--- src/rtl/width_unpacker.sv ---
// Wide-to-narrow unpacker: takes WIDTH*RATIO-bit words over valid/ready and emits
// up to RATIO beats of WIDTH bits each, with back-to-back reload and no bubble.
module width_unpacker #(
   parameter int WIDTH     = 8,
   parameter int RATIO     = 4,
   parameter int LSB_FIRST = 1,
   localparam int CW       = $clog2(RATIO)
) (
   input  logic                   clk,
   input  logic                   rst,
   input  logic                   in_valid,
   output logic                   in_ready,
   input  logic [WIDTH*RATIO-1:0] in_data,
   input  logic [CW-1:0]          in_nbeats_m1,
   input  logic                   in_last,
   output logic                   out_valid,
   input  logic                   out_ready,
   output logic [WIDTH-1:0]       out_data,
   output logic [CW-1:0]          out_idx,
   output logic                   out_last
);

   // state | meaning
   // IDLE  | no word held, in_ready=1
   // SHIFT | word held, beat idx_q presented on out_*
   localparam logic [0:0] IDLE  = 1'b0;
   localparam logic [0:0] SHIFT = 1'b1;

   localparam logic [CW-1:0] MAX_IDX = CW'(RATIO - 1);

   logic [WIDTH*RATIO-1:0] word_q;
   logic [CW-1:0]          nbm1_q;
   logic [CW-1:0]          idx_q;
   logic                   last_q;
   logic [0:0]             busy_q;

   logic [CW-1:0]          nbm1_in;
   logic [CW-1:0]          sel;
   logic [WIDTH-1:0]       slice;
   logic                   at_end;
   logic                   out_fire;
   logic                   end_beat;
   logic                   in_fire;

   // Non-power-of-2 RATIO lets the count field exceed the last slice; clamp it.
   assign nbm1_in  = (in_nbeats_m1 > MAX_IDX) ? MAX_IDX : in_nbeats_m1;

   assign at_end   = (idx_q == nbm1_q);
   assign out_fire = (busy_q == SHIFT) && out_ready;
   assign end_beat = out_fire && at_end;
   assign in_ready = !rst && ((busy_q == IDLE) || end_beat);
   assign in_fire  = in_valid && in_ready;

   assign sel   = (LSB_FIRST != 0) ? idx_q : (MAX_IDX - idx_q);
   assign slice = word_q[int'(sel)*WIDTH +: WIDTH];

   // Outputs are forced quiet during reset so the in-flight beat disappears at once.
   assign out_valid = (busy_q == SHIFT) && !rst;
   assign out_data  = rst ? '0 : slice;
   assign out_idx   = rst ? '0 : idx_q;
   assign out_last  = (busy_q == SHIFT) && last_q && at_end && !rst;

   always_ff @(posedge clk) begin
      if (rst) begin
         word_q <= '0;
         nbm1_q <= '0;
         idx_q  <= '0;
         last_q <= 1'b0;
         busy_q <= IDLE;
      end else if (in_fire) begin
         word_q <= in_data;
         nbm1_q <= nbm1_in;
         last_q <= in_last;
         idx_q  <= '0;
         busy_q <= SHIFT;
      end else if (end_beat) begin
         idx_q  <= '0;
         busy_q <= IDLE;
      end else if (out_fire) begin
         idx_q  <= idx_q + CW'(1);
      end
   end

endmodule

--- config.mk ---
export PLATFORM = sky130hd
export DESIGN_NAME = width_unpacker
export DESIGN_NICKNAME = d
export VERILOG_FILES = /design/src/rtl/width_unpacker.sv
export SDC_FILE = /design/constraint.sdc
export NUM_CORES = 1
export LEC_CHECK = 0
export ABC_CLOCK_PERIOD_IN_PS = 2200
export BUFFER_PORTS_ARGS = -buffer_cell sky130_fd_sc_hd__buf_2
export CAP_MARGIN = 15
export CORE_ASPECT_RATIO = 0.8
export CORE_UTILIZATION = 25
export DETAILED_ROUTE_END_ITERATION = 8
export SYNTH_ARGS = -nofsm -noshare
export SYNTH_HDL_FRONTEND = slang
export SYNTH_SLANG_ARGS = --single-unit
--- constraint.sdc ---
create_clock -name clk -period 2.2 [get_ports clk]
set_input_delay 0.33 -clock clk [delete_from_list [all_inputs] [get_ports clk]]
set_output_delay 0.33 -clock clk [all_outputs]
set_load 0.02 [all_outputs]
==> results of run 1 <==
[layer usage]
layer | GRT usage | vias up
met5 | 0 | -
met4 | 0.0281 | 0
met3 | 0.0288 | 7
met2 | 0.237 | 95
met1 | 0.222 | 1442
li1 | - | 1459
[synthesized netlist by cell type, drive strengths merged]
cell / instances / area share
nand2b: 1 / 0.0019
nor4bb: 30 / 0.093
xnor2: 2 / 0.010
nor2b: 71 / 0.14
mux4: 8 / 0.057
and4bb: 5 / 0.019
and4b: 1 / 0.0031
dfxtp: 38 / 0.24
nor2: 2 / 0.0031
and2: 9 / 0.018
nand4b: 1 / 0.0027
o211ai: 34 / 0.13
a311oi: 1 / 0.0027
nand3: 4 / 0.0062
a31oi: 33 / 0.064
and3: 1 / 0.0019
inv: 2 / 0.0023
xor2: 2 / 0.0078
nand4: 36 / 0.070
buf: 20 / 0.041
dlygate4sd1: 1 / 0.0027
a21oi: 2 / 0.0031
a41oi: 2 / 0.0054
a211o: 1 / 0.0027
clkbuf: 27 / 0.032
o2111ai: 3 / 0.0082
nand2: 35 / 0.041
[cell type report]
class,instances,area (um^2),share of cell area
multi-input cells,284,2220,0.589
flip-flops and latches,38,762,0.202
clock buffers,7,143,0.0378
repair buffers,68,420,0.111
well taps,171,214,0.0567
inverters,2,7.51,0.00199
clock inverters,1,5.00,0.00133
[per-stage QoR]
step	total power, W	cell area, um^2	std cells	utilization	hold slack, ns
2_1_floorplan	0.00137	3220	372	-	0.439
3_3_place_gp	0.00155	3610	563	0.293	0.589
3_5_place_dp	0.00156	3610	563	0.293	0.601
4_1_cts	0.00230	3760	571	0.305	0.354
5_1_grt	0.00241	3770	571	0.306	0.366
6_report	0.00230	3770	571	0.306	0.354
[cell families (layout without fill, tap and decap cells)]
kind of cell           after synthesis  count (layout)  share of synthesized area
AO/OA/AOI/OAI                       76              76                      0.212
flip-flops                          38              38                      0.236
AND/OR/NAND/NOR                    196             196                      0.398
XOR/XNOR                             4               4                     0.0179
buffers and inverters               50              78                     0.0782
multiplexers                         8               8                     0.0568
[power by group through the flow]
| stage | clock network [W] | logic [W] | registers [W] |
|---|---|---|---|
| finish | 0.000738 | 0.000717 | 0.000842 |
| global route | 0.000783 | 0.000774 | 0.000851 |
| CTS | 0.000751 | 0.000714 | 0.000839 |
| detailed placement | 0 | 0.000709 | 0.000853 |
| global placement | 0 | 0.000695 | 0.000854 |
| floorplan | 0 | 0.000551 | 0.000817 |
[registers in the layout, summed over array words and instances, names as in the netlist]
signal	count
nbm1_q	2
idx_q	2
word_q	32
busy_q	1
last_q	1
[layout by cell type (no fill, tap or decap), drive strengths merged, types with 8 or more instances in the layout]
cell	n
a31oi	33
and2	9
buf	68
dfxtp	38
mux4	8
nand2	35
nand4	36
nor2b	71
nor4bb	30
o211ai	34
[critical path: cells and delay by family, from the launching register on]
| family | cells | cell delay, ns |
|---|---|---|
| flip-flops | 1 | 0.40 |
| AND/OR/NAND/NOR | 1 | 0.16 |
| buffers and inverters | 2 | 0.36 |
| multiplexers | 1 | 0.50 |
[worst max path at each step]
stage	start	end	slack [ns]	depth (start not counted)
after floorplan	rst	out_last	0.51	4
after global placement	idx_q[0]$_SDFFE_PP0N_	out_data[0]	0.37	4
after detailed placement	idx_q[0]$_SDFFE_PP0N_	busy_q$_SDFFE_PP0P_	0.28	5
after CTS	idx_q[0]$_SDFFE_PP0N_	out_data[0]	0.05	4
after global routing	idx_q[0]$_SDFFE_PP0N_	out_data[0]	0.07	4
final	idx_q[0]$_SDFFE_PP0N_	out_data[1]	0.16	4
==> summary.txt, run 1 <==
Power and ir drop
  – Seq pwr share: 0.366
  – Gate power share: 0.312
  – Maximum vdd ir drop: 360 uV
  – Cell internal pwr: 0.00151 W
  – Switch Pwr: 0.000784 W
  – Switching Share: 0.341
  – Pleak: 1.41 nW
  – Power per cell area: 609 nW/um^2
  – Clock group share of total power: 0.321

STA
  – Unrepaired setup endpoints after global routing: no
  – Final Cycle Share: 0.927
  – Aggregate negative setup slack: 0 ns
  – Final hold viol count: 0
  – Final slew viol count: 0
  – Final Skew: 0.00375 ns
  – Final setup fails: 0
  – Worst slew margin relative to its limit: 0.606
  – Final setup margin: 0.160 ns
  – Worst Max-Slew Pin Slew: 0.592 ns
  – Min Clock Period, post-route: 2.04 ns
  – F_max: 490 MHz

Routing
  – Wire length on met2: 4.53 mm
  – ANT nets after route: 0
  – Vias per cell: 5.26
  – Uppermost layer routed: met4
  – DRC violations left: 0
  – Initial DRC count: 196
  – M1 wire length: 4.80 mm
  – Met3 WL post-DR: 641 um
  – Drt wl/cell: 17.6 um
  – WL final: 10.0 mm
  – First-pass iteration count of the detailed router: 4
  – Via count: 3,003

Floorplan
  – Core ar.: 12,300 um^2
  – Starting Density: 0.261
  – Chip height: 103 um
  – I/O pin count: 52
  – Die ar.: 13,300 um^2
  – Row Count: 36
  – Die width: 129 um

Global route
  – Vias in the first global route: 2,814
  – Largest net degree at the start of global routing: 67
  – Antenna violations before repair: 0
  – First-pass GRT wire length: 15.7 mm
  – All-layer global routing usage: 0.153
  – Gr ovfl total: 0

Final layout
  – Final #Nets: 438
  – FILL cells: 1,320
  – P&R area growth vs syn: 17.2%
  – # diodes: 0
  – Ratio of cells with drive above 1 in the final layout: 0.313

Critical path
  – WS Path Type: reg -> out
  – Critical path's slowest cell: mux4_2
  – Arr. time, crit path: 1.71 ns
  – Worst r2r path cells: 5
  – Crit path max fanout: 9
  – Reg-to-Reg Start: idx_q[1]$_SDFFE_PP0N_
  – CP required: 1.87 ns
  – Startpoint types: register
  – Worst r2r dst: busy_q$_SDFFE_PP0P_
  – Max incr delay on CP: 0.50 ns
  – Worst setup EP type: primary output
  – Worst path cell trace: buf_4 -> mux4_2 -> and2_1 -> buf_2
  – R2r setup slk: 0.41 ns

Place
  – IO Port Bufs: 51
  – DP HPWL: 6.60 mm
  – RePlAce Congestion: 0.771
  – Placement Setup Slack: 0.282 ns

Logic synthesis
  – Average cell area after synthesis: 8.65 um^2
  – Register area share after synthesis: 0.236
  – Cell variety after synth: 34
  – Number of synthesized register bits: 38
  – Syn Nets: 411
  – Post-Syn Instances: 372
  – Netlist Area Pre-Place: 3220 um^2
  – Yosys warnings: 0

Clocking
  – CTS tree: yes
  – Postcts setup bufs: 0
  – Root Driver: clkbuf_16
  – Max H-tree Level: 2
  – Clock Latency Late Sink: 0.28 ns
  – Clk pin slew, worst setup/hold paths: 0.06 ns
  – Clock Sinks: 38
  – TritonCTS Buffers: 5
  – Clock Path Buffers: 2
  – PostCTS Resize Cnt: 0
  – Cts hold-fix bufs: 0

Min path
  – Hold Path Stages: 2
  – Hold Crit Endpoint: busy_q$_SDFFE_PP0P_
  – Worst hold path startpoint: out_ready
  – Worst Hold Class: in -> reg

Run
  – Max Cap Viol: 0

Status
  – Status: finished, final reports clean
(Power assumes the default switching activity.)
==> run 2, diff against run 1 <==
--- a/config.mk
+++ b/config.mk
@@ -11,6 +11,7 @@
 export CORE_ASPECT_RATIO = 0.8
 export CORE_UTILIZATION = 25
 export DETAILED_ROUTE_END_ITERATION = 8
+export MAX_ROUTING_LAYER = met4
 export SYNTH_ARGS = -nofsm -noshare
 export SYNTH_HDL_FRONTEND = slang
 export SYNTH_SLANG_ARGS = --single-unit
==> summary.txt, run 2 (synthesized netlist as in run 1, its figures left out) <==
Clocking
  – CTS tree: yes (unchanged)
  – Clk pin slew, worst setup/hold paths: 0.06 ns (about the same)
  – TritonCTS Buffers: 5 (unchanged)
  – Clock Path Buffers: 2 (unchanged)
  – Clock Sinks: 38 (unchanged)
  – Postcts setup bufs: 0 (unchanged)
  – Max H-tree Level: 2 (unchanged)
  – Clock Latency Late Sink: 0.28 ns (about the same)
  – Root Driver: clkbuf_16 (unchanged)

Final layout
  – Ratio of cells with drive above 1 in the final layout: 0.313 (unchanged)
  – Largest regs: word_q x32, idx_q x2, nbm1_q x2 (unchanged)
  – Util after Layout: 0.306 (unchanged)
  – Most frequent cells in the layout: nor2b_1 (71), buf_2 (51), dfxtp_1 (37) (unchanged)
  – FILL cells: 1,320 (unchanged)
  – Max reg flops: 32 (unchanged)
  – Leading cell type in the layout, fill and taps excluded: nor2b_1 (unchanged)
  – # diodes: 0 (unchanged)
  – Post-route cell area: 3770 um^2 (unchanged)
  – Multi-input gate area: 2220 um^2 (unchanged)
  – Register with the highest flop count: word_q (unchanged)
  – Final #Nets: 438 (unchanged)
  – FF+latch area: 762 um^2 (unchanged)
  – P&R area growth vs syn: 17.2% (unchanged)

STA
  – Worst slew margin relative to its limit: 0.607 (was 0.606)
  – Min Clock Period, post-route: 2.04 ns (about the same)
  – Final Skew: 0.00368 ns (was 0.00375 ns)
  – Final hold viol count: 0 (unchanged)
  – Final Cycle Share: 0.928 (was 0.927)
  – Unrepaired setup endpoints after global routing: no (unchanged)
  – Final slew viol count: 0 (unchanged)
  – Aggregate negative setup slack: 0 ns (unchanged)
  – Final setup fails: 0 (unchanged)
  – Final setup margin: 0.158 ns (was 0.160 ns)
  – Worst Max-Slew Pin Slew: 0.589 ns (was 0.592 ns)
  – F_max: 490 MHz (about the same)

Floorplan
  – Core ar.: 12,300 um^2 (unchanged)
  – I/O pin count: 52 (unchanged)
  – Starting Density: 0.261 (unchanged)
  – Chip height: 103 um (unchanged)
  – Die ar.: 13,300 um^2 (unchanged)
  – Die width: 129 um (unchanged)
  – Row Count: 36 (unchanged)

Place
  – IO Port Bufs: 51 (unchanged)
  – RePlAce Congestion: 0.781 (was 0.771)
  – Placement Setup Slack: 0.282 ns (unchanged)
  – Placed instance area: 3610 um^2 (unchanged)
  – DP HPWL: 6.60 mm (unchanged)

Global route
  – Largest net degree at the start of global routing: 67 (unchanged)
  – All-layer global routing usage: 0.158 (was 0.153)
  – GR Util met2: 0.241 (was 0.237)
  – Antenna violations before repair: 0 (unchanged)
  – Most Crowded Layer GR: met2 (unchanged)
  – First-pass GRT wire length: 15.7 mm (about the same)
  – Routing usage on met3: 0.0273 (was 0.0288)
  – Vias in the first global route: 2,823 (was 2,814)
  – Met1 usage: 0.220 (was 0.222)
  – Gr ovfl total: 0 (unchanged)

Routing
  – Drt wl/cell: 17.6 um (about the same)
  – Via count: 3,050 (was 3,003)
  – ANT nets after route: 0 (unchanged)
  – Initial DRC count: 174 (was 196)
  – First-pass iteration count of the detailed router: 4 (unchanged)
  – WL final: 10.1 mm (was 10.0 mm)
  – DRC violations left: 0 (unchanged)
  – Vias per cell: 5.34 (was 5.26)

Critical path
  – Worst path cell trace: buf_4 -> mux4_2 -> and2_1 -> buf_2 (unchanged)
  – Max incr delay on CP: 0.50 ns (about the same)
  – Critical path's slowest cell: mux4_2 (unchanged)
  – Arr. time, crit path: 1.71 ns (about the same)
  – Crit path max fanout: 9 (unchanged)
  – Startpoint types: register (unchanged)
  – CP required: 1.87 ns (about the same)
  – WS Path Type: reg -> out (unchanged)
  – Worst setup EP type: primary output (unchanged)

Power and ir drop
  – Pleak: 1.41 nW (unchanged)
  – Maximum vdd ir drop: 365 uV (was 360 uV)
  – Pwr Total: 0.00230 W (about the same)
  – Power per cell area: 609 nW/um^2 (about the same)

Status
  – Status: finished, final reports clean (unchanged)

Run
  – Max Cap Viol: 0 (unchanged)

Min path
  – Worst Hold Class: in -> reg (unchanged)
## run 2: cell counts in the layout (fill, tap and decap cells not counted)
Identical to the previous run, type by type.
## run 2: area by class of cell
type	count	area share
multi-input cells	284	0.589
repair buffers	68	0.111
well taps	171	0.0567
inverters	2	0.00199
flip-flops and latches	38	0.202
clock inverters	1	0.00133
clock buffers	7	0.0378
## run 2: final timing paths
path | startpoint | end | slack (ns) | depth (start not counted)
worst min register to register | nbm1_q[1]$_SDFFE_PP0P_ | nbm1_q[1]$_SDFFE_PP0P_ | 0.61 | 2
worst max register to register | idx_q[1]$_SDFFE_PP0N_ | word_q[29]$_SDFFE_PP0P_ | 0.41 | 5
worst min-delay path | out_ready | busy_q$_SDFFE_PP0P_ | 0.36 | 2
worst max-delay path | idx_q[0]$_SDFFE_PP0N_ | out_data[1] | 0.16 | 4
## run 2: metal layers
layer / part of all wire / routed length [um] / up-vias
li1: - / - / 1464
met1: 0.50 / 4990 / 1480
met2: 0.44 / 4440 / 100
met3: 0.057 / 572 / 6
met4: 0.0054 / 54 / 0
met5: 0 / 0 / -
## run 2: worst max-delay path: cells and delay by family, from the launching register on
family	cells	cell delay, ns
flops	1	0.40
simple gates	1	0.16
mux	1	0.50
buf+inv	2	0.36
## run 2: power by group
part | switching [W] | leakage [nW] | internal (W)
Combinational | 0.000429 | 1.02 | 0.000289
Sequential | 0.0000672 | 0.315 | 0.000775
Clock | 0.000288 | 0.0739 | 0.000450
Total | 0.000784 | 1.41 | 0.00151
## run 2: what timing repair did
action	4_1_cts	5_1_grt
gates resized for setup	0	2
setup endpoints to repair	0	4
hold buffers	0	0
endpoints found under the hold margin	0	0
## run 2: through the flow
stage / hold slack (ns) / instances
final: 0.358 / 571
after global routing: 0.362 / 571
after CTS: 0.354 / 571
after detailed placement: 0.601 / 563
after global placement: 0.589 / 563
after floorplan: 0.439 / 372
